### config.mk
export PLATFORM = sky130hd
export DESIGN_NAME = mt_pointer_sequencer
export DESIGN_NICKNAME = d
export VERILOG_FILES = /design/src/rtl/mt_pkg.sv /design/src/rtl/mt_rd_lat_ctr.sv /design/src/rtl/mt_pointer_sequencer.sv
export SDC_FILE = /design/constraint.sdc
export NUM_CORES = 1
export LEC_CHECK = 0
export BUFFER_PORTS_ARGS = -buffer_cell sky130_fd_sc_hd__buf_4
export CAP_MARGIN = 30
export CORE_UTILIZATION = 45
export DETAILED_ROUTE_END_ITERATION = 6
export PLACE_DENSITY = 0.78
export SLEW_MARGIN = 20
export SYNTH_ARGS = -nofsm -noshare
export SYNTH_HDL_FRONTEND = slang
export SYNTH_HIERARCHICAL = 1
export SYNTH_SLANG_ARGS = --single-unit
### constraint.sdc
create_clock -name clk -period 4.2 [get_ports clk]
set_input_delay 0.84 -clock clk [delete_from_list [all_inputs] [get_ports clk]]
set_output_delay 0.84 -clock clk [all_outputs]
set_load 0.05 [all_outputs]
### src/rtl/mt_pkg.sv
// Shared types and pointer-field layout for the mapping-table pointer sequencer.
package mt_pkg;

  typedef enum logic [2:0] {
    S_IDLE,
    S_READ,
    S_WAIT,
    S_ISSUE,
    S_DONE
  } state_t;

  localparam logic [31:0] SKIP_PTR = 32'hFFFF_FFFF;
  localparam int WAY_MSB = 31;
  localparam int WAY_LSB = 28;
  localparam int ROW_MSB = 27;

  typedef struct packed {
    logic [3:0]  way;
    logic [31:0] row;
  } cmd_t;

  function automatic cmd_t decode_ptr(input logic [31:0] ptr);
    cmd_t c;
    c.way = ptr[WAY_MSB:WAY_LSB];
    c.row = {4'b0, ptr[ROW_MSB:0]};
    return c;
  endfunction

endpackage

### src/rtl/mt_rd_lat_ctr.sv
// BRAM read-latency timer: down-counter loaded on the read cycle, capture strobe at terminal count.
module mt_rd_lat_ctr #(
  parameter int RD_LAT = 2
) (
  input  logic clk,
  input  logic rst_n,
  input  logic load,
  input  logic active,
  output logic capture
);

  localparam logic [1:0] LOAD_VAL = 2'(RD_LAT - 1);

  logic [1:0] cnt_q;

  always_ff @(posedge clk) begin
    if (!rst_n) begin
      cnt_q <= 2'd0;
    end else if (load) begin
      cnt_q <= LOAD_VAL;
    end else if (active && (cnt_q != 2'd0)) begin
      cnt_q <= cnt_q - 2'd1;
    end
  end

  assign capture = active && (cnt_q == 2'd0);

endmodule

### src/rtl/mt_pointer_sequencer.sv
// Walks a BRAM table of packed flash pointers and offers each non-skip entry as a way/row command.
//   state   | meaning
//   S_IDLE  | waiting for start
//   S_READ  | one-cycle BRAM read of entry idx
//   S_WAIT  | RD_LAT cycles until read data is valid, captured on the last one
//   S_ISSUE | command offered, held until cmd_ready
//   S_DONE  | one-cycle completion pulse
module mt_pointer_sequencer
  import mt_pkg::*;
#(
  parameter logic [31:0] START_ADDR = 32'h4580_0000,
  parameter int          ENTRY_NUM  = 32,
  parameter int          RD_LAT     = 2
) (
  input  logic        clk,
  input  logic        rst_n,
  input  logic        start,
  input  logic [5:0]  entry_cnt,
  output logic        ram_clk,
  output logic        ram_rst,
  output logic [31:0] ram_addr,
  output logic        ram_en,
  input  logic [31:0] ram_rd_data,
  output logic [3:0]  ram_we,
  output logic [31:0] ram_wd_data,
  output logic        cmd_valid,
  input  logic        cmd_ready,
  output logic [3:0]  cmd_way,
  output logic [31:0] cmd_row,
  output logic [5:0]  cmd_idx,
  output logic        busy,
  output logic        done
);

  localparam logic [6:0] MAX_CNT = 7'(ENTRY_NUM);

  state_t      state_q, state_d;
  logic [5:0]  idx_q, idx_d;
  logic [5:0]  cnt_q, cnt_d;
  logic [31:0] ptr_q, ptr_d;
  logic [5:0]  cnt_clamp;
  logic [5:0]  last_idx;
  logic        capture;
  cmd_t        cmd;

  assign cnt_clamp = ({1'b0, entry_cnt} > MAX_CNT) ? MAX_CNT[5:0] : entry_cnt;
  assign last_idx  = cnt_q - 6'd1;

  mt_rd_lat_ctr #(.RD_LAT(RD_LAT)) u_rd_lat_ctr (
    .clk     (clk),
    .rst_n   (rst_n),
    .load    (state_q == S_READ),
    .active  (state_q == S_WAIT),
    .capture (capture)
  );

  always_ff @(posedge clk) begin
    if (!rst_n) begin
      state_q  <= S_IDLE;
      idx_q    <= 6'd0;
      cnt_q    <= 6'd0;
      ptr_q    <= 32'd0;
      ram_addr <= START_ADDR;
    end else begin
      state_q  <= state_d;
      idx_q    <= idx_d;
      cnt_q    <= cnt_d;
      ptr_q    <= ptr_d;
      ram_addr <= START_ADDR + {24'd0, idx_d, 2'b00};
    end
  end

  always_comb begin
    state_d = state_q;
    idx_d   = idx_q;
    cnt_d   = cnt_q;
    ptr_d   = ptr_q;
    unique case (state_q)
      S_IDLE: begin
        if (start) begin
          cnt_d   = cnt_clamp;
          idx_d   = 6'd0;
          state_d = (cnt_clamp == 6'd0) ? S_DONE : S_READ;
        end
      end
      S_READ: state_d = S_WAIT;
      S_WAIT: begin
        if (capture) begin
          // Skip entries leave the last offered command fields untouched.
          if (ram_rd_data == SKIP_PTR) begin
            if (idx_q == last_idx) begin
              state_d = S_DONE;
            end else begin
              idx_d   = idx_q + 6'd1;
              state_d = S_READ;
            end
          end else begin
            ptr_d   = ram_rd_data;
            state_d = S_ISSUE;
          end
        end
      end
      S_ISSUE: begin
        if (cmd_ready) begin
          if (idx_q == last_idx) begin
            state_d = S_DONE;
          end else begin
            idx_d   = idx_q + 6'd1;
            state_d = S_READ;
          end
        end
      end
      S_DONE: state_d = S_IDLE;
      default: state_d = S_IDLE;
    endcase
  end

  assign cmd         = decode_ptr(ptr_q);
  assign cmd_way     = cmd.way;
  assign cmd_row     = cmd.row;
  assign cmd_idx     = idx_q;
  assign cmd_valid   = (state_q == S_ISSUE);
  assign ram_en      = (state_q == S_READ);
  assign busy        = (state_q != S_IDLE);
  assign done        = (state_q == S_DONE);
  assign ram_clk     = clk;
  assign ram_rst     = ~rst_n;
  assign ram_we      = 4'd0;
  assign ram_wd_data = 32'd0;

endmodule

**After elaboration in Yosys (flattened, before gate mapping)**

Index checks and enable logic that the tools add are counted.

- Register bits: 81
- Bits of input ports: 42
- Output and inout port bits: 116
- Word-level logic and storage cells: 51

- Add/subtract/negate cells: 4
- $lt $le $gt $ge: 1
- Equality and inequality tests: 9
- Muxes and demuxes: 16
- Bitwise operators: 2
- Reduce and logical (&&, ||, !) cells: 12

Operators with widths:

| operator | number |
|---|---|
| 6-bit 2-to-1 mux | 6 |
| 31-bit by 8-bit adder with 32-bit output (first input constant) | 1 |
| 32-bit equality test (second input constant) | 1 |
| 3-bit 2-to-1 mux | 6 |
| 6-bit one-hot mux with 3 select lines | 1 |
| 3-bit one-hot mux with 4 select lines | 1 |
| 6-bit by 1-bit adder with 6-bit output (second input constant) | 1 |
| 3-bit by 2-bit equality test with 1-bit output (second input constant) | 2 |
| 6-bit equality test | 1 |
| 6-bit > comparator (second input constant) | 1 |
| 6-bit logical NOT | 1 |
| 3-bit AND reduction | 2 |
| 6-bit by 1-bit subtractor with 6-bit output (second input constant) | 1 |
| 2-bit != test (second input constant) | 2 |
| 2-bit nonzero test | 2 |
| 3-bit by 1-bit equality test with 1-bit output (second input constant) | 1 |
| 3-bit equality test (second input constant) | 1 |
| 3-bit logical NOT | 1 |
| 3-bit nonzero test | 1 |
| 1-bit logical AND | 2 |
| 2-bit logical NOT | 1 |
| 1-bit 2-to-1 mux | 2 |
| 2-bit by 1-bit != test with 1-bit output (second input constant) | 1 |
| 1-bit NOT | 2 |
| other kinds (3) | 3 |

**Logic depth before layout (Yosys ltp)**

- Depth in word-level cells: 7
- Mapped depth: 9
- Depth with buffers taken out: 9

**Modules after synthesis**

The synthesis kept the hierarchy.

Modules (own cells, without submodules):

| module | instances | cells an instance | area each (sq um) | seq. area each (sq um) |
|---|---|---|---|---|
| mt_pointer_sequencer | 1 | 310 | 2762.6 | 940.9 |
| mt_rd_lat_ctr | 1 | 13 | 133.9 | 40.0 |

==> metrics.md <==
| Metric | Value |
|---|---|
| Post-CTS Setup Inserts | 0 |
| Post-synthesis compound-gate area fraction | 10.2% |
| Critical path type | clock port to output port |
| Post-synth EDFFs | 0 |
| Die span in x | approximately 82 um |
| Worst path slowest cell | buf_4 |
| Crit path from | clk |
| Placeable Area | 6060 um2 |
| Post-route DRC | 0 |
| Initial antenna violation count | 0 |
| Xor and xnor fraction of the mapped netlist area | 2.42% |
| Reg-to-reg critical path endpoint | ptr_q[25] |
| RSZ-0062 raised after global routing | false |
| CP peak stage delay | around 0.18 ns |
| Ant. Diodes | 0 |
| Final #Nets | between 400 and 500 |
| Antenna Nets Post-Route | 0 |
| DRT Pass-1 Iters | 4 |
| Synth top cells by count | buf_4 (74), dfxtp_1 (49), nor2_1 (47) |
| Share of layout cells above drive strength 1 | between 20% and 30% |
| Setup violators final | 0 |
| Crit path max-delay family | buffers and inverters |
| Final GP Congestion | about 0.79 |
| Type of origin of the critical path | clock port |
| Final worst slack | ~0.86 ns |
| Later-pin clock latency in the skew report | around 0.40 ns |
| PD cells | between 400 and 500 nW/um2 |
| Most common cell in the netlist | buf_4 |
| Worst Path Arrival | roughly 2.5 ns |
| Setup WS pre-CTS | about 1.1 ns |
| Synth top area share | between 30% and 40% |
| Die ar. | roughly 6800 um2 |
| WL per Instance | roughly 13 um |
| Slew Limit Fails | 0 |
| Via count | 2294 |
| Reg2reg path depth | 6 |
| Crit end category | output port |
| Worst path most repeated cell | clkbuf_8 |
| Max-Cap Viols | 0 |
| Switching Fraction | between 40% and 50% |
| Via density | roughly 4.8 |
| Post-Syn Area | 2900 um2 |
| CTS tree | built |
| Seq/Total Area, Yosys | around a third |
| Synth Area in Adders | between 1 and 1.5% |
| Comb pwr share | 35.7% |
| Worst min-delay path startpoint | cnt_q[5] |
| FF-to-FF Start | state_q[1] |
| Total power | ~1.5 mW |
| Slew @ Worst Pin | between 0.9 and 1 ns |
| Distinct cells, synth | 48 |
| Number of global-route vias before repair | 2202 |
| Largest cells by area after synthesis | dfxtp_1 (34%), buf_4 (19%), mux2i_1 (11%) |
| P&R area growth vs syn | 19.4% |
| Status | complete, no violations |
| Clock power frac | just under 30% |
| Hold worst-path end | cnt_q[5] |
| Worst-path clk slew | 0.08 ns |
| Crit-path cells | clkbuf_8 > clkbuf_8 > buf_4 |
| All-Layer GR Usage | 19.5% |
| Primary FF master, synth | dfxtp_1 |
| First-pass GRT wire length | around 9900 um |
| Switching Power | around 0.63 mW |
| DP Wirelength | slightly below 5000 um |
| Ports | ~160 |
| Hold_buf cts | 0 |
| Flop pwr share | between 30% and 40% |
| Synthesis warning total | 6 |
| Reg2Reg Setup Slack | 1.75 ns |
| Worst clock skew | 0.00561 ns |
| Mux share of post-synthesis cell area | 11.4% |
| Biggest area consumer among synthesized cells | dfxtp_1 |
| Hold Crit Class | register to register |
| Post-Synth Simple-Gate Area | between 10% and 20% |
| Rows | 28 |
| Largest family of logic cells by synthesized area | buffers and inverters |
| Mapped Cells | 323 |
| Hold path cells | 2 |
| Die Ht | between 80 and 90 um |
| Max-slew headroom | between 30% and 40% |
| Largest net degree at the start of global routing | 40 |
| Setup_tns | 0 ns |
| Port Buffers | 91 |
| P_int | about 0.9 mW |
| Synth async-reset ratio | 0% |
| Initial core utilization | 47.8% |
| WP buf/inv | 3 |
| Yosys reg bits | 49 |
| Worst ir drop on vdd | about 0.34 mV |
| CP Data Required Time | around 3.4 ns |
| GR Overflow Total | 0 |
| Crit Path Max Fanout | 2 |
| Final wirelength | 6260 um |
| Starting DRT DRC Count | between 90 and 100 |
| LEAKAGE | roughly 1.5 nW |
| Hold Vio Cnt, Final | 0 |
| Syn_area_per_cell | 8.97 um2 |
| Post-CTS sizing | 0 |
-- worst reg2reg max path, cell delays in order (launching register included) --
cell      delay [ns]
dfxtp_1         0.49
nand2b_2        0.11
nor2_1          0.24
a21boi_1        0.30
and2_2          0.83
mux2i_1         0.33
nor2_1          0.05
-- registers in the layout, indices dropped and copies added, names as in the netlist --
signal / count
ptr_q: 32
cnt_q: 6
ram_addr: 6
state_q: 3
u_rd_lat_ctr/cnt_q: 2
-- routing by layer --
layer | track usage [%] | up-vias | routed length, um
met5 | 0 | - | 0
met4 | 9.12 | 0 | 119
met3 | 6.59 | 9 | 534
met2 | 34.0 | 116 | 3150
met1 | 21.3 | 1047 | 2450
li1 | - | 1122 | -
-- kinds of logic after synthesis --
family                   after synthesis
AO/OA/AOI/OAI                         34
AND/OR/NAND/NOR                      103
adder cells (fa/ha/maj)                3
flip-flops                            49
other                                  2
XOR/XNOR                               8
buffers and inverters                 91
multiplexers                          33
-- layout by cell type (no fill, tap or decap), types with 5 or more instances in the layout --
cell / n
buf_4: 92
a21oi_1: 10
nand4_1: 8
xnor2_1: 6
conb_1: 66
mux2i_1: 33
inv_1: 8
dfxtp_1: 49
nand3_1: 7
nor3b_1: 5
nand2_1: 8
clkbuf_8: 8
nor2_1: 47
-- power by group through the flow --
stage	combinational [mW]	sequential [mW]	clock (mW)
6_report	0.549	0.530	0.457
5_1_grt	0.587	0.534	0.491
4_1_cts	0.548	0.529	0.468
3_5_place_dp	0.547	0.539	0.0513
3_3_place_gp	0.535	0.538	0.0513
2_1_floorplan	0.426	0.591	0.0513
-- layout make-up --
class | instances | area, um2
Fill cell | 535 | 2600
Multi-Input combinational cell | 247 | 1510
Sequential cell | 49 | 981
Timing Repair Buffer | 91 | 683
Clock buffer | 9 | 118
Tap cell | 75 | 93.8
Clock inverter | 2 | 38.8
Inverter | 8 | 30.0
-- per-stage QoR --
step	hold slack (ns)	util, %	cell area (um2)	std cells
3_5_place_dp	0.476	54.6	3310	471
2_1_floorplan	0.448	-	3140	387
5_1_grt	0.515	57.1	3460	481
6_report	0.488	57.1	3460	481
4_1_cts	0.488	57.1	3460	481
3_3_place_gp	0.466	54.6	3310	471
-- how the worst max path moves through the flow --
stage | end | slack [ns] | depth (start not counted)
final | ram_clk | 0.86 | 3
after global routing | ram_clk | 0.85 | 3
after CTS | ram_clk | 0.85 | 3
after detailed placement | ram_clk | 1.09 | 1
after global placement | ram_clk | 1.09 | 1
after floorplan | ram_clk | 1.09 | 1
Power figures use the tool's default switching activity.
